## config.mk

```make
export PLATFORM = sky130hd
export DESIGN_NAME = keccak_padder_param_flat
export DESIGN_NICKNAME = d
export VERILOG_FILES = /design/src/rtl/keccak_padder_param_if.sv /design/src/rtl/keccak_padder_param.sv /design/src/flat_wrapper.sv
export SDC_FILE = /design/constraint.sdc
export NUM_CORES = 2
export LEC_CHECK = 0
export ABC_CLOCK_PERIOD_IN_PS = 41500
export BUFFER_PORTS_ARGS = -buffer_cell sky130_fd_sc_hd__clkbuf_2
export CAP_MARGIN = 10
export CORE_AREA = 2 2 455 457
export DETAILED_ROUTE_END_ITERATION = 16
export DIE_AREA = 0 0 457 459
export HOLD_SLACK_MARGIN = 0.1
export MAX_ROUTING_LAYER = met4
export PLACE_DENSITY = 0.35
export REMOVE_ABC_BUFFERS = 1
export SLEW_MARGIN = 20
export SYNTH_ARGS = -nofsm -noshare
export SYNTH_HDL_FRONTEND = slang
export SYNTH_SLANG_ARGS = --single-unit
```

## constraint.sdc

```tcl
create_clock -name clk -period 41.5 [get_ports clk]
set_clock_uncertainty 0.15 [all_clocks]
set_input_delay 6.225 -clock clk [delete_from_list [all_inputs] [get_ports clk]]
set_output_delay 6.225 -clock clk [all_outputs]
set_load 0.02 [all_outputs]
```

## src/rtl/keccak_padder_param_if.sv

```systemverilog
// Word-in / block-out bus of the Keccak padder. The padder takes the slave
// modport; the message source/consumer side takes master.
interface keccak_padder_param_if #(
    parameter int W    = 64,
    parameter int RATE = 1088
);
    localparam int BNW = $clog2(W/8 + 1);

    logic [W-1:0]    in;
    logic            in_valid;
    logic            in_ready;
    logic            is_last;
    logic [BNW-1:0]  byte_num;
    logic [RATE-1:0] out;
    logic            out_valid;
    logic            out_last;
    logic            out_ack;

    modport slave (
        input  in, in_valid, is_last, byte_num, out_ack,
        output in_ready, out, out_valid, out_last
    );

    modport master (
        output in, in_valid, is_last, byte_num, out_ack,
        input  in_ready, out, out_valid, out_last
    );
endinterface

```

## src/rtl/keccak_padder_param.sv

```systemverilog
// Streaming pad10*1 padder: packs W-bit words MSB-first into RATE-bit blocks
// and appends the domain byte / final 0x80, adding a padding-only block when needed.
module keccak_padder_param #(
    parameter int          W      = 64,
    parameter int          RATE   = 1088,
    parameter logic [7:0]  DSBYTE = 8'h06
) (
    input  logic clk,
    input  logic reset,
    keccak_padder_param_if.slave bus
);
    localparam int BW = W / 8;
    localparam int NW = RATE / W;
    localparam int RB = RATE / 8;
    localparam int CW = (NW > 1) ? $clog2(NW) : 1;

    localparam logic [RATE-1:0] PAD_END = RATE'(8'h80);
    localparam logic [RATE-1:0] PAD_BLK = (RATE'(DSBYTE) << (RATE - 8)) | PAD_END;

    typedef enum logic [1:0] {FILL, FULL, OVF, LAST} state_t;

    state_t          state_q, state_d;
    logic [CW-1:0]   cnt_q, cnt_d;
    logic [RATE-1:0] buf_q, buf_d;

    int              nbytes;
    logic [W-1:0]    keep;
    logic [RATE-1:0] word_blk;
    logic [RATE-1:0] ds_blk;
    logic            slot_last;

    // Slots past cnt are always zero, so a word or the domain byte is ORed into place.
    always_comb begin
        nbytes = BW;
        if (bus.is_last && (int'(bus.byte_num) < BW))
            nbytes = int'(bus.byte_num);
        keep      = ~({W{1'b1}} >> (8 * nbytes));
        word_blk  = RATE'(bus.in & keep) << ((NW - 1 - int'(cnt_q)) * W);
        ds_blk    = RATE'(DSBYTE) << ((RB - 1 - (int'(cnt_q) * BW + nbytes)) * 8);
        slot_last = (int'(cnt_q) == NW - 1);
    end

    always_comb begin
        state_d = state_q;
        cnt_d   = cnt_q;
        buf_d   = buf_q;
        case (state_q)
            FILL: begin
                if (bus.in_valid) begin
                    buf_d = buf_q | word_blk;
                    if (!bus.is_last) begin
                        cnt_d = slot_last ? '0 : cnt_q + CW'(1);
                        if (slot_last)
                            state_d = FULL;
                    end else if ((nbytes == BW) && slot_last) begin
                        state_d = OVF;
                    end else begin
                        // A full last word pushes the domain byte into the next slot's first byte.
                        buf_d   = buf_q | word_blk | ds_blk | PAD_END;
                        state_d = LAST;
                    end
                end
            end
            FULL, LAST: begin
                if (bus.out_ack) begin
                    buf_d   = '0;
                    cnt_d   = '0;
                    state_d = FILL;
                end
            end
            OVF: begin
                if (bus.out_ack) begin
                    buf_d   = PAD_BLK;
                    state_d = LAST;
                end
            end
            default: state_d = FILL;
        endcase
    end

    always_ff @(posedge clk or posedge reset) begin
        if (reset) begin
            state_q <= FILL;
            cnt_q   <= '0;
            buf_q   <= '0;
        end else begin
            state_q <= state_d;
            cnt_q   <= cnt_d;
            buf_q   <= buf_d;
        end
    end

    assign bus.in_ready  = (state_q == FILL);
    assign bus.out_valid = (state_q != FILL);
    assign bus.out_last  = (state_q == LAST);
    assign bus.out       = buf_q;
endmodule

```

## src/flat_wrapper.sv

```systemverilog
// flat-port wrapper written by rule: the top's interface ports become plain ports
module keccak_padder_param_flat 
#(
    parameter int          W      = 64,
    parameter int          RATE   = 1088,
    parameter logic [7:0]  DSBYTE = 8'h06
)
  (clk, reset, bus_in, bus_in_valid, bus_is_last, bus_byte_num, bus_out_ack, bus_in_ready, bus_out, bus_out_valid, bus_out_last);
  keccak_padder_param_if #(.W(W), .RATE(RATE)) bus_i ();
  input  logic clk;
  input  logic reset;
  input wire logic [$bits(bus_i.in)-1:0] bus_in;
  input wire logic [$bits(bus_i.in_valid)-1:0] bus_in_valid;
  input wire logic [$bits(bus_i.is_last)-1:0] bus_is_last;
  input wire logic [$bits(bus_i.byte_num)-1:0] bus_byte_num;
  input wire logic [$bits(bus_i.out_ack)-1:0] bus_out_ack;
  output wire logic [$bits(bus_i.in_ready)-1:0] bus_in_ready;
  output wire logic [$bits(bus_i.out)-1:0] bus_out;
  output wire logic [$bits(bus_i.out_valid)-1:0] bus_out_valid;
  output wire logic [$bits(bus_i.out_last)-1:0] bus_out_last;
  assign bus_i.in = bus_in;
  assign bus_i.in_valid = bus_in_valid;
  assign bus_i.is_last = bus_is_last;
  assign bus_i.byte_num = bus_byte_num;
  assign bus_i.out_ack = bus_out_ack;
  assign bus_in_ready = bus_i.in_ready;
  assign bus_out = bus_i.out;
  assign bus_out_valid = bus_i.out_valid;
  assign bus_out_last = bus_i.out_last;
  keccak_padder_param #(.W(W), .RATE(RATE), .DSBYTE(DSBYTE)) u_core (.clk(clk), .reset(reset), .bus(bus_i));
endmodule
```

== Word-level counts from Yosys, hierarchy flattened ==
Index checks and enable logic that the tools add are counted.
Word-level totals
  bits of input ports: 73
  output and inout port bits: 1091
  bits in registers: 1095
Operators by class
  $add $sub $neg: 4
  order comparisons: 1
  muxes and demuxes: 19
  bitwise logic cells: 4
  shift operators: 3
  equal/unequal tests: 10
  reductions and logical operators: 9
Operators by type and width (number)
  $mux W1088: 5
  $pmux W1088 S3: 1
  $or A1088 B1088 Y1088: 2
  $shl A1088 B32 Y1088: 1
  $shl A3 B32 Y1088 const A: 1
  $and A64 B64 Y64: 1
  $not A64 Y64: 1
  $shr A64 B7 Y64 const A: 1
  $sub A9 B29 Y29 const A: 1
  $mux W5: 4
  $mux W2: 5
  $pmux W5 S2: 1
  $add A8 B4 Y9: 1
  $ne A2 B2 Y1 const B: 4
  $reduce_and A4 Y1: 2
  $pmux W2 S3: 1
  $sub A5 B5 Y6 const A: 1
  $add A5 B1 Y5 const B: 1
  $eq A5 B5 Y1 const B: 1
  $eq A2 B2 Y1 const B: 2
  $eq A4 B4 Y1 const B: 1
  $lt A4 B4 Y1 const B: 1
  $mux W4: 1
  $reduce_bool A2 Y1: 2
  7 further kinds: 8

== Depth between registers and ports, before layout ==
  word-level depth: 13
  gate-level depth with buffers: 15
  mapped depth without buffers: 13

== Worst setup path after synthesis ==
No wires, ideal clock.
  path kind: input port to flip-flop
  start: input port bus_is_last
  end: register u_core.buf_q[345], in the netlist u_core.bus.out[345]
  buffers on the path: 3
  stages: 14
  arrival: 9644 ps
  required time: 41273 ps
  library setup time: 77 ps
  path slack: 31629 ps
  path through: nor2b_1 inv_1 clkbuf_1 ha_1 and4_2 xor2_4 clkbuf_1 nand2_1 ha_1 or4_1 nor2_1 clkbuf_1 nand4_1 a21oi_1
On the way
  word-level cells in the longest chain between the ends: 12
  elaborated cells on any way between the ends: 17
RTL lines
  start: declaration: RTL line flat_wrapper.sv:14  | input wire logic [$bits(bus_i.is_last)-1:0] bus_is_last;
  $logic_and A1 B1 Y1: RTL line keccak_padder_param.sv:35  | if (bus.is_last && (int'(bus.byte_num) < BW))
  $mux W4: RTL line keccak_padder_param.sv:35
  $shr A64 B7 Y64: RTL line keccak_padder_param.sv:37  | keep = ~({W{1'b1}} >> (8 * nbytes));
  $not A64 Y64: RTL line keccak_padder_param.sv:37
  $and A64 B64 Y64: RTL line keccak_padder_param.sv:38  | word_blk = RATE'(bus.in & keep) << ((NW - 1 - int'(cnt_q)) * W);
  $shl A1088 B32 Y1088: RTL line keccak_padder_param.sv:38
  $or A1088 B1088 Y1088: RTL line keccak_padder_param.sv:50, keccak_padder_param.sv:59
  $or A1088 B1088 Y1088: RTL line keccak_padder_param.sv:59  | buf_d = buf_q | word_blk | ds_blk | PAD_END;
  $mux W1088: RTL line keccak_padder_param.sv:55  | end else if ((nbytes == BW) && slot_last) begin
  $mux W1088 (*): RTL line keccak_padder_param.sv:51  | if (!bus.is_last) begin
  $mux W1088 (*): RTL line keccak_padder_param.sv:49  | if (bus.in_valid) begin
  $pmux W1088 S3 (*): RTL line keccak_padder_param.sv:47  | case (state_q)
  end signal: assignment: RTL line keccak_padder_param.sv:89  | buf_q <= buf_d;
  end: declaration: RTL line keccak_padder_param.sv:24  | logic [RATE-1:0] buf_q, buf_d;
Mark *: on every way between the ends. The rest lies on a longest branch, timed or not. The select of a mux whose other input is x is not followed.
A chain may end at the register's enable or synchronous reset.

== Worst setup path in the final report ==
  start: input port bus_out_ack
  end: register u_core.buf_q[227], in the netlist u_core.bus.out[227]
On the way
  word-level cells in the longest chain between the ends: 2
  elaborated cells on any way between the ends: 3
RTL lines
  start: declaration: RTL line flat_wrapper.sv:16  | input wire logic [$bits(bus_i.out_ack)-1:0] bus_out_ack;
  $ne A2 B2 Y1 (no source line)
  $reduce_and A3 Y1 (no source line) (*)
Mark *: on every way between the ends. The rest lies on a longest branch, timed or not.

==> results.sh <==
export IMPL_gp_congestion=0.8406
export IMPL_htreeDepth=4
export IMPL_postCtsHoldBufs=0
export IMPL_max_slew_margin_rel_pct=18.35
export IMPL_grtUsageMet1_pct=28.66
export IMPL_max_freq_mhz=90.54
export IMPL_dp_cells=7923
export IMPL_cts_tree="done"
export IMPL_antenna_found_initial=15
export IMPL_cp_required_ps=41990
export IMPL_worstHoldPathCells=2
export IMPL_p_clk_share_pct=35.1
export IMPL_die_h_um=459
export IMPL_crit_fanout=94
export IMPL_critPathBufInv=7
export IMPL_port_buffers=1163
export IMPL_critPathCaptureType="flop"
export IMPL_top_usage_layer="met2"
export IMPL_synth_cell_area_mm2=0.04317
export IMPL_clock_sinks=1095
export IMPL_row_count=167
export IMPL_grt_max_degree=145
export IMPL_min_path_type="reg2reg"
export IMPL_ys_types=68
export IMPL_seq_area_frac_synth_pct=63.48
export IMPL_maxCapViolCount=0
export IMPL_dp_hpwl_mm=170.7
export IMPL_yosysWarnings=0
export IMPL_ff2ff_setup_slack_ps=35400
export IMPL_drt_iter0_drc=3515
export IMPL_report_final_slew_viol_count=0
export IMPL_tns_ps=0
export IMPL_clk_pin_slew_ps=60
export IMPL_grt_pass1_vias=39070
export IMPL_synthToLayoutAreaGrowth_pct=30.20
export IMPL_clock_path_buffers=3
export IMPL_grt_usage_pct=23.67
export IMPL_syn_area_per_cell_um2=9.907
export IMPL_rr_worst_depth=9
export IMPL_finalHoldViolCount=0
export IMPL_clk_insertion_delay_late_ps=820
export IMPL_first_pass_iters=6
export IMPL_pin_count=1164
export IMPL_intPower_mw=2.088
export IMPL_synth_edf_count=0
export IMPL_ir_drop_uv=36.02
export IMPL_vias=39370
export IMPL_numCtsBuffers=138
export IMPL_start_util_pct=20.99
export IMPL_drt_total_wl_mm=248.1
export IMPL_die_w_um=457
export IMPL_min_to="u_core.bus.out[598]"
export IMPL_async_flop_share_pct=100.0
export IMPL_p_per_area_mw_per_mm2=62.84
export IMPL_finalSetupViolations=0
export IMPL_grt_pass1_wl_mm=341.1
export IMPL_r2r_end="u_core.bus.out[227]"
export IMPL_use_met2_pct=38.11
export IMPL_hold_slack_ps=339.7
export IMPL_cpMostUsedCell="buf_4"
export IMPL_holdCritStartpoint="u_core.bus.out[598]"
export IMPL_swShare_pct=40.88
export IMPL_timing_final_crit_share_pct=26.61
export IMPL_switchingPower_mw=1.444
export IMPL_layout_nets=5439
export IMPL_critPathTopFamily="buffers and inverters"
export IMPL_globalRouteOverflowTotal=0
export IMPL_tightest_slew_ps=1220
export IMPL_post_cts_resized=0
export IMPL_seqPwrFrac_pct=35.2
export IMPL_syn_inst=4357
export IMPL_max_stage_delay_ps=930
export IMPL_drc=0
export IMPL_synth_flop_cell="dfrtp_1"
export IMPL_core_mm2=0.2056
export IMPL_power_leakage_nw=27.65
export IMPL_die_area_mm2=0.2098
export IMPL_r2r_start="u_core.state_q[1]"
export IMPL_status="finished, final reports clean"
export IMPL_path_cells="clkbuf_2 > nor2b_4 > buf_4 > buf_4 > buf_4 > buf_4 > buf_4 > buf_4 > nor2_1"
export IMPL_post_drt_wl_per_cell_um=30.36
export IMPL_clock_root_buffer="clkbuf_16"
export IMPL_crit_type="in2reg"
export IMPL_slowest_stage="buf_4"
export IMPL_drive_gt1_share_pct=28.38
export IMPL_vias_per_cell=4.818
export IMPL_fin_cells=8172
export IMPL_power_mw=3.532
export IMPL_fin_crit_ps=11040
export IMPL_cts_repair_timing_setup_buffer_count=0
export IMPL_rsz0062_at_grt="no"
export IMPL_ys_ff_latch=1095
export IMPL_ant_nets=0
export IMPL_gr_usage_met3_pct=6.606
export IMPL_combPwrFrac_pct=29.8
export IMPL_critPathLaunchType="input port"
export IMPL_arrival_ps=11540
## how the worst max path moves through the flow
| stage | startpoint | endpoint | slack (ps) | cells after the start |
|---|---|---|---|---|
| global placement | bus_out_ack | u_core.bus.out[992] | 29600 | 9 |
| floorplan | bus_out_ack | u_core.bus.out[384] | 2100 | 5 |
| detailed placement | bus_out_ack | u_core.bus.out[87] | 29590 | 9 |
| global route | bus_out_ack | u_core.bus.out[871] | 30070 | 9 |
| finish | bus_out_ack | u_core.bus.out[227] | 30460 | 9 |
| CTS | bus_out_ack | u_core.bus.out[227] | 30500 | 9 |
## tightest hold or removal path: stages, from the launching register on
cell and delay, ps:
dfrtp_1 340, a21oi_1 40, nor2_1 70
## metal layers
layer / routed length, um / share of wire, %
met4: 8579 / 3.5
met1: 100800 / 41
met5: 0 / 0
met2: 119000 / 48
met3: 19740 / 8.0
## registers in the layout (all words and copies together) (netlist names)
name,flops
u_core.bus.out,1088
u_core.cnt_q,5
u_core.state_q,2
## layout by cell type (no fill, tap or decap), types with 9 or more instances in the layout
| master | netlist | layout |
|---|---|---|
| a21oi_1 | 1222 | 1222 |
| a22oi_1 | 27 | 27 |
| a31oi_1 | 30 | 30 |
| a32oi_1 | 9 | 9 |
| and2_1 | 28 | 28 |
| and3_1 | 50 | 50 |
| buf_4 | 42 | 93 |
| clkbuf_1 | 246 | 31 |
| clkbuf_16 | 0 | 139 |
| clkbuf_2 | 1 | 1163 |
| clkbuf_8 | 0 | 31 |
| clkinv_16 | 0 | 9 |
| clkinv_2 | 0 | 19 |
| dfrtp_1 | 1095 | 1095 |
| nand2_1 | 82 | 80 |
| nand2b_1 | 10 | 9 |
| nand3_1 | 68 | 68 |
| nand4_1 | 37 | 37 |
| nor2_1 | 887 | 881 |
| nor2_2 | 18 | 22 |
| nor3_1 | 19 | 12 |
| nor3_4 | 0 | 11 |
| o21ai_0 | 251 | 251 |
## cell usage after synthesis, types with 3 or more instances
master / n / area [um2]
and2_1: 28 / 175.2
buf_1: 4 / 15.01
a221oi_1: 4 / 35.03
buf_2: 102 / 510.5
xor2_1: 5 / 43.79
nand2_1: 82 / 307.8
xnor2_2: 3 / 48.80
a41oi_1: 5 / 43.79
nand4_1: 37 / 231.5
and3_1: 50 / 312.8
buf_4: 42 / 315.3
a221o_1: 3 / 30.03
a31oi_1: 30 / 187.7
nor3_2: 12 / 120.1
nor2b_1: 3 / 18.77
nor2_1: 887 / 3329
dfrtp_1: 1095 / 27400
o31ai_1: 8 / 60.06
a21oi_1: 1222 / 6116
nor3_1: 19 / 95.09
ha_1: 7 / 87.58
o21ai_1: 4 / 20.02
nand2b_1: 10 / 62.56
buf_6: 4 / 45.04
o21ai_0: 251 / 1256
nand3_1: 68 / 340.3
o22ai_1: 5 / 31.28
nor4_1: 8 / 50.05
a32oi_1: 9 / 78.83
nor3b_1: 3 / 22.52
xor2_2: 3 / 48.80
nand3b_1: 3 / 22.52
a22oi_1: 27 / 202.7
nor2_2: 18 / 112.6
inv_1: 8 / 30.03
clkbuf_1: 246 / 923.4
## kinds of logic (layout without fill, tap and decap cells)
family | count (synthesis) | after routing | share of synthesized area [%]
other cells | 0 | 7 | 0
compound gates | 1588 | 1588 | 19.11
mux | 1 | 1 | 0.05217
xor+xnor | 14 | 14 | 0.4319
simple gates | 1245 | 1245 | 12.45
flops | 1095 | 1095 | 63.48
fa+ha+maj | 7 | 7 | 0.2029
buf+inv | 407 | 1511 | 4.273
## cell type report
type                    count  area, um2
diodes                      7      17.52
clock buffers             201       4021
clock inverters            41      609.3
fillers                 22110     149400
inverters                   8      37.54
multi-input cells        2855      14120
flip-flops and latches   1095      27400
well taps                2704       3383
repair buffers           1261       6613
## stage by stage
step / setup WS [ps] / area, um2 / utilization, %
6_report: 30460 / 56200 / 27.33
5_1_grt: 30070 / 56190 / 27.33
3_3_place_gp: 29600 / 51490 / 25.04
4_1_cts: 30500 / 56180 / 27.32
2_1_floorplan: 2096 / 41350 / -
3_5_place_dp: 29590 / 51550 / 25.07
## power by group through the flow
stage	clock, mW	sequential, mW	combinational (mW)
after floorplan	0	1.37	0.407
after global placement	0	1.26	1.06
after detailed placement	0	1.26	1.06
after CTS	1.27	1.24	1.06
after global routing	1.31	1.25	1.12
final	1.24	1.24	1.05
Note: power is estimated with default switching activity, not from simulation.
